<file path="src/rtl/oam_dma.sv">
// OAM DMA engine with FF46 source register and 127-byte HRAM, arbitrating CPU vs DMA on the memory bus.
// Optional OAM_DMA_ECHO_EN: source pages E0-FF are fetched from the WRAM they mirror (src-20).
module oam_dma #(
   parameter int unsigned DMA_LEN     = 160,
   parameter int unsigned START_DELAY = 4
) (
   input  logic        clk,
   input  logic        rst,
   input  logic [15:0] cpu_a,
   input  logic [7:0]  cpu_dout,
   output logic [7:0]  cpu_din,
   input  logic        cpu_rd,
   input  logic        cpu_wr,
   output logic [15:0] mem_a,
   output logic [7:0]  mem_dout,
   input  logic [7:0]  mem_din,
   output logic        mem_rd,
   output logic        mem_wr,
   output logic        dma_active
);

   localparam int unsigned HRAM_DEPTH = 127;
   localparam int unsigned CNT_W      = (START_DELAY > 1) ? $clog2(START_DELAY) : 1;
   localparam logic [7:0]       LAST_IDX = 8'(DMA_LEN - 1);
   localparam logic [CNT_W-1:0] CNT_LAST = CNT_W'(START_DELAY - 1);

   typedef enum logic [1:0] {IDLE, START, XFER} state_t;

   state_t           state, state_n;
   logic [7:0]       src, src_n;
   logic [7:0]       idx, idx_n;
   logic [1:0]       phase, phase_n;
   logic [CNT_W-1:0] cnt, cnt_n;
   logic             wr_q;
   logic             act_n;
   logic [15:0]      mem_a_n;
   logic [7:0]       mem_dout_n;
   logic             mem_rd_n, mem_wr_n;
   logic [7:0]       din_n;

   logic [7:0] hram [HRAM_DEPTH];

   logic wr_ev, is_hram, is_reg, trig;

   assign wr_ev   = cpu_wr & ~wr_q;
   assign is_hram = (cpu_a >= 16'hFF80) && (cpu_a != 16'hFFFF);
   assign is_reg  = (cpu_a == 16'hFF46);
   assign trig    = wr_ev & is_reg;

   // Source page actually driven on the bus for a given FF46 value.
   function automatic logic [7:0] fetch_page(input logic [7:0] s);
`ifdef OAM_DMA_ECHO_EN
      return (s >= 8'hE0) ? 8'(s - 8'h20) : s;
`else
      return s;
`endif
   endfunction

   // Next-state and next-output logic; bus outputs reflect the state being entered.
   always_comb begin
      state_n    = state;
      src_n      = src;
      idx_n      = idx;
      phase_n    = phase;
      cnt_n      = cnt;
      act_n      = dma_active;
      mem_a_n    = cpu_a;
      mem_dout_n = cpu_dout;
      mem_rd_n   = 1'b0;
      mem_wr_n   = 1'b0;
      din_n      = 8'hFF;

      if (trig) begin
         src_n   = cpu_dout;
         state_n = START;
         cnt_n   = '0;
         phase_n = 2'd0;
         idx_n   = 8'd0;
         act_n   = 1'b1;
      end else begin
         case (state)
            START: begin
               if (cnt == CNT_LAST) begin
                  state_n = XFER;
                  phase_n = 2'd0;
               end else begin
                  cnt_n = cnt + 1'b1;
               end
            end
            XFER: begin
               if (phase == 2'd3) begin
                  phase_n = 2'd0;
                  idx_n   = idx + 8'd1;
                  if (idx == LAST_IDX) begin
                     state_n = IDLE;
                     act_n   = 1'b0;
                  end
               end else begin
                  phase_n = phase + 2'd1;
               end
            end
            default: ;
         endcase
      end

      case (state_n)
         IDLE: begin
            if (!is_hram && !is_reg) begin
               mem_rd_n = cpu_rd;
               mem_wr_n = cpu_wr;
            end
         end
         XFER: begin
            case (phase_n)
               2'd0, 2'd1: begin
                  mem_a_n  = {fetch_page(src_n), idx_n};
                  mem_rd_n = 1'b1;
               end
               2'd2: mem_a_n = {fetch_page(src_n), idx_n};
               default: begin
                  // p3 is only entered from p2, so mem_din here is the fetched byte.
                  mem_a_n    = {8'hFE, idx_n};
                  mem_dout_n = mem_din;
                  mem_wr_n   = 1'b1;
               end
            endcase
         end
         default: ;
      endcase

      if (is_hram)         din_n = hram[cpu_a[6:0]];
      else if (is_reg)     din_n = src;
      else if (!dma_active) din_n = mem_din;
   end

   // HRAM storage, deliberately not reset.
   always_ff @(posedge clk) begin
      if (wr_ev && is_hram) hram[cpu_a[6:0]] <= cpu_dout;
   end

   always_ff @(posedge clk or negedge rst) begin
      if (!rst) begin
         state      <= IDLE;
         src        <= 8'h00;
         idx        <= 8'h00;
         phase      <= 2'd0;
         cnt        <= '0;
         wr_q       <= 1'b0;
         dma_active <= 1'b0;
         mem_a      <= 16'h0000;
         mem_dout   <= 8'h00;
         mem_rd     <= 1'b0;
         mem_wr     <= 1'b0;
         cpu_din    <= 8'hFF;
      end else begin
         state      <= state_n;
         src        <= src_n;
         idx        <= idx_n;
         phase      <= phase_n;
         cnt        <= cnt_n;
         wr_q       <= cpu_wr;
         dma_active <= act_n;
         mem_a      <= mem_a_n;
         mem_dout   <= mem_dout_n;
         mem_rd     <= mem_rd_n;
         mem_wr     <= mem_wr_n;
         cpu_din    <= din_n;
      end
   end

endmodule

</file>
<file path="config.mk">
export PLATFORM = sky130hd
export DESIGN_NAME = oam_dma
export DESIGN_NICKNAME = d
export VERILOG_FILES = /design/src/rtl/oam_dma.sv
export SDC_FILE = /design/constraint.sdc
export NUM_CORES = 1
export LEC_CHECK = 0
export BUFFER_PORTS_ARGS = -buffer_cell sky130_fd_sc_hd__buf_2
export CAP_MARGIN = 20
export CORE_UTILIZATION = 67
export CTS_CLUSTER_DIAMETER = 80
export DETAILED_ROUTE_END_ITERATION = 16
export PLACE_DENSITY = 0.83
export SLEW_MARGIN = 0
export SYNTH_ARGS = -nofsm -noshare
export SYNTH_HDL_FRONTEND = slang
export SYNTH_SLANG_ARGS = --single-unit
</file>
<file path="constraint.sdc">
create_clock -name clk -period 4.1 [get_ports clk]
set_input_delay 0.82 -clock clk [delete_from_list [all_inputs] [get_ports clk]]
set_output_delay 0.82 -clock clk [all_outputs]
set_load 0.01 [all_outputs]
</file>
==> flow_summary_export.csv <==
group,metric,value,unit
logic_synthesis,yosysWarnings,0,
clock_tree,htreeDepth,3,
logic_synthesis,synth-seq-cells,1074,
pwr,vdd_ir_drop_max,0.000296,V
worst_setup_path,crit_path_end_kind,"flop",
die,start_util,0.680,
logic_synthesis,ys.flop_type,"edfxtp_1",
logic_synthesis,syn_area,42100,sq um
place,place.gp.congestion,0.894,
worst_setup_path,crit_path_start_kind,"primary input",
die,die_area,63900,sq um
sta,period_needed,3.12,ns
worst_setup_path,slowest_delay,0.76,ns
status,outcome,"completed",
hold_path,hold_class,"in -> async",
sta,tns,0,ns
final_layout,syn_to_final_growth,11.5,%
place,dpl_cell_area,43800,sq um
place,pre_cts_ws,0.418,ns
sta,whs,0.113,ns
pwr,seq_power_share,0.540,
global_route,grt_usage,0.322,
sta,rsz0062_at_grt,"no",
sta,fmax,321,MHz
sta,report.final.slew_viol_count,0,
logic_synthesis,yosysUniqueCellTypes,49,
route,drt-pass1-iter-count,6,
sta,hold_viol,0,
worst_setup_path,crit_path_top_delay_cell,"or4b_1",
final_layout,fin_nets,2657,
sta,tightestPinTransition,1.14,ns
place,place_inst,3351,
route,wl_per_cell,28.8,microns
clock_tree,cts_made_buffers,100,
final_layout,fillers,3369,
clock_tree,tritoncts,"yes",
place,portBuffers,70,
clock_tree,post-cts-setup-buffer-count,0,
logic_synthesis,synthArstFlopShare,0.0540,
clock_tree,clk_latency,0.67,ns
pwr,p_leak,16.3,nW
sta,finalCritPeriodShare,0.760,
route,dr_total_vias,24100,
logic_synthesis,synth_area_leaders,"edfxtp_1, mux2i_1, o22ai_1",
pwr,power_density,481,nW/um^2
die,core_area,61900,sq um
global_route,grt_overflow,0,
final_layout,fin_cells,3531,
run,maxCapViolCount,0,
worst_setup_path,worstPathArrival,3.66,ns
worst_setup_path,worstPathMaxFanout,18,
pwr,switching_share,0.217,
clock_tree,clkSinkCount,1074,
clock_tree,clockBufferDepth,3,
pwr,clock_power_share,0.401,
clock_tree,ctsHoldBuffers,0,
route,drtIter0Drc,3205,
logic_synthesis,synth.most_common_cell,"edfxtp_1",
pwr,intPower,17.7,mW
worst_setup_path,crit_chain,"buf_2, or4b_1, buf_4, nor4_1, a221oi_1, and2_1, nand2_4, mux2_2",
clock_tree,path_clk_slew,0.06,ns
pwr,switching_power,4.89,mW
global_route,grt_max_degree,91,
sta,relSlewSlack,0.238,
route,antenna_left,0,
global_route,grt_pass1_vias,24100,
die,pin_count,71,
logic_synthesis,netlist.area_leader.share,0.724,
logic_synthesis,syn_inst,2512,
sta,finalSetupViolCount,0,
clock_tree,cts-resized-gates,0,
logic_synthesis,syn_area_per_cell,16.8,sq um
logic_synthesis,synth_edf_count,1016,
route,viasPerCell,6.82,
sta,setup_ws,0.983,ns
logic_synthesis,synth_nets,2553,
worst_setup_path,worstSetupPathType,"in -> reg",
global_route,antenna_found_initial,3,
die,rows,91,
final_layout,diodes,0,
worst_setup_path,required,4.64,ns
die,die_h,253,microns
pwr,combPwrFrac,0.060,
final_layout,fin_area,47000,sq um
logic_synthesis,yosys.area.top_type,"edfxtp_1",
final_layout,drive_above_1_share,0.126,
logic_synthesis,netlist_top_cells_count,"edfxtp_1, mux2i_1, o22ai_1, nor2_1, o21ai_0",
logic_synthesis,seq_area_frac_synth,0.759,
global_route,grt_pass1_wl,150000,microns
clock_tree,ctsRootBufferMaster,"clkbuf_16",
die,die_w,253,microns
place,hpwl,59800,microns
route,drt_wl_total,102000,microns
sta,clock_skew,0.0257,ns
route,drc,0,
[power groups by stage]
| stage | clock network [mW] | logic, mW | registers (mW) |
|---|---|---|---|
| finish | 9.05 | 1.35 | 12.2 |
| global route | 9.47 | 1.41 | 12.2 |
| CTS | 9.07 | 1.32 | 12.2 |
| detailed placement | 0 | 1.30 | 12.4 |
| global placement | 0 | 1.26 | 12.4 |
| floorplan | 0 | 0.634 | 12.5 |
[cells in the final DEF (no fill, tap or decap), drive strengths merged, types with 2 or more instances in the layout]
master,netlist,routed
edfxtp,1016,1016
mux2i,497,497
o22ai,248,248
nor2,184,184
buf,74,156
o21ai,130,130
clkbuf,80,124
dfrtp,50,50
clkinv,0,45
nand2,41,41
a41oi,32,32
mux2,26,26
a21oi,20,20
nand2b,14,14
nand3,13,13
nor2b,10,10
nor4,9,9
nor3,8,8
o211a,8,8
dfstp,8,8
inv,4,8
bufinv,0,7
xor2,6,6
and3,5,5
ha,5,5
or2,3,3
nand4,2,2
a21o,2,2
and2,2,2
xnor2,2,2
[area by class of cell]
type                    instances  area (sq um)  area share
clock buffers                 124          2710      0.0577
clock inverters                56           463     0.00985
inverters                       4          15.0    0.000319
multi-input cells            1280          9510       0.202
flip-flops and latches       1074         32000       0.680
well taps                     837          1050      0.0223
repair buffers                156          1280      0.0272
[per-layer routing]
| layer | part of all wire | vias to the layer above | GRT usage |
|---|---|---|---|
| met1 | 0.37 | 11900 | 0.440 |
| met3 | 0.12 | 276 | 0.0689 |
| met2 | 0.47 | 1727 | 0.511 |
| li1 | - | 10100 | - |
| met5 | 0.00011 | - | 0 |
| met4 | 0.040 | 2 | 0.134 |
[stage by stage]
| step | utilization | power [mW] |
|---|---|---|
| after floorplan | - | 13.1 |
| after global placement | 0.707 | 13.7 |
| after detailed placement | 0.707 | 13.7 |
| after CTS | 0.759 | 22.6 |
| after global routing | 0.759 | 23.1 |
| final | 0.759 | 22.6 |
[registers in the layout, summed over array words and instances, names as in the netlist]
name	cells
phase	2
idx	8
dma_active	1
state	2
hram	1016
mem_dout	8
mem_a	16
wr_q	1
cpu_din	8
src	8
mem_rd	1
mem_wr	1
cnt	2
[worst max-delay path: cells and delay by family]
family | cells | cell delay (ns)
and+or+nand+nor | 4 | 1.82
buffers and inverters | 2 | 0.42
muxes | 1 | 0.36
AOI/OAI and AO/OA | 1 | 0.21
[worst paths after layout]
path / startpoint / endpoint / slack, ns / depth (start not counted)
worst max register to register: idx[0] / mem_dout[0] / 1.17 / 7
min in group clk: cpu_wr / wr_q / 0.32 / 1
worst min-delay path: rst / idx[1] / 0.11 / 1
max in group asynchronous: rst / cpu_din[6] / 3.09 / 2
worst max-delay path: cpu_a[5] / mem_dout[0] / 0.98 / 8
worst min register to register: src[2] / src[2] / 0.54 / 1
[cells by family after synthesis]
logic type               after synthesis  share of synthesized area
buffers and inverters                158                     0.0165
XOR/XNOR                               8                    0.00166
AO/OA/AOI/OAI                        447                     0.0650
adder cells (fa/ha/maj)                5                    0.00148
multiplexers                         523                      0.126
flip-flops                          1074                      0.759
AND/OR/NAND/NOR                      297                     0.0312
Power figures use the tool's default switching activity.
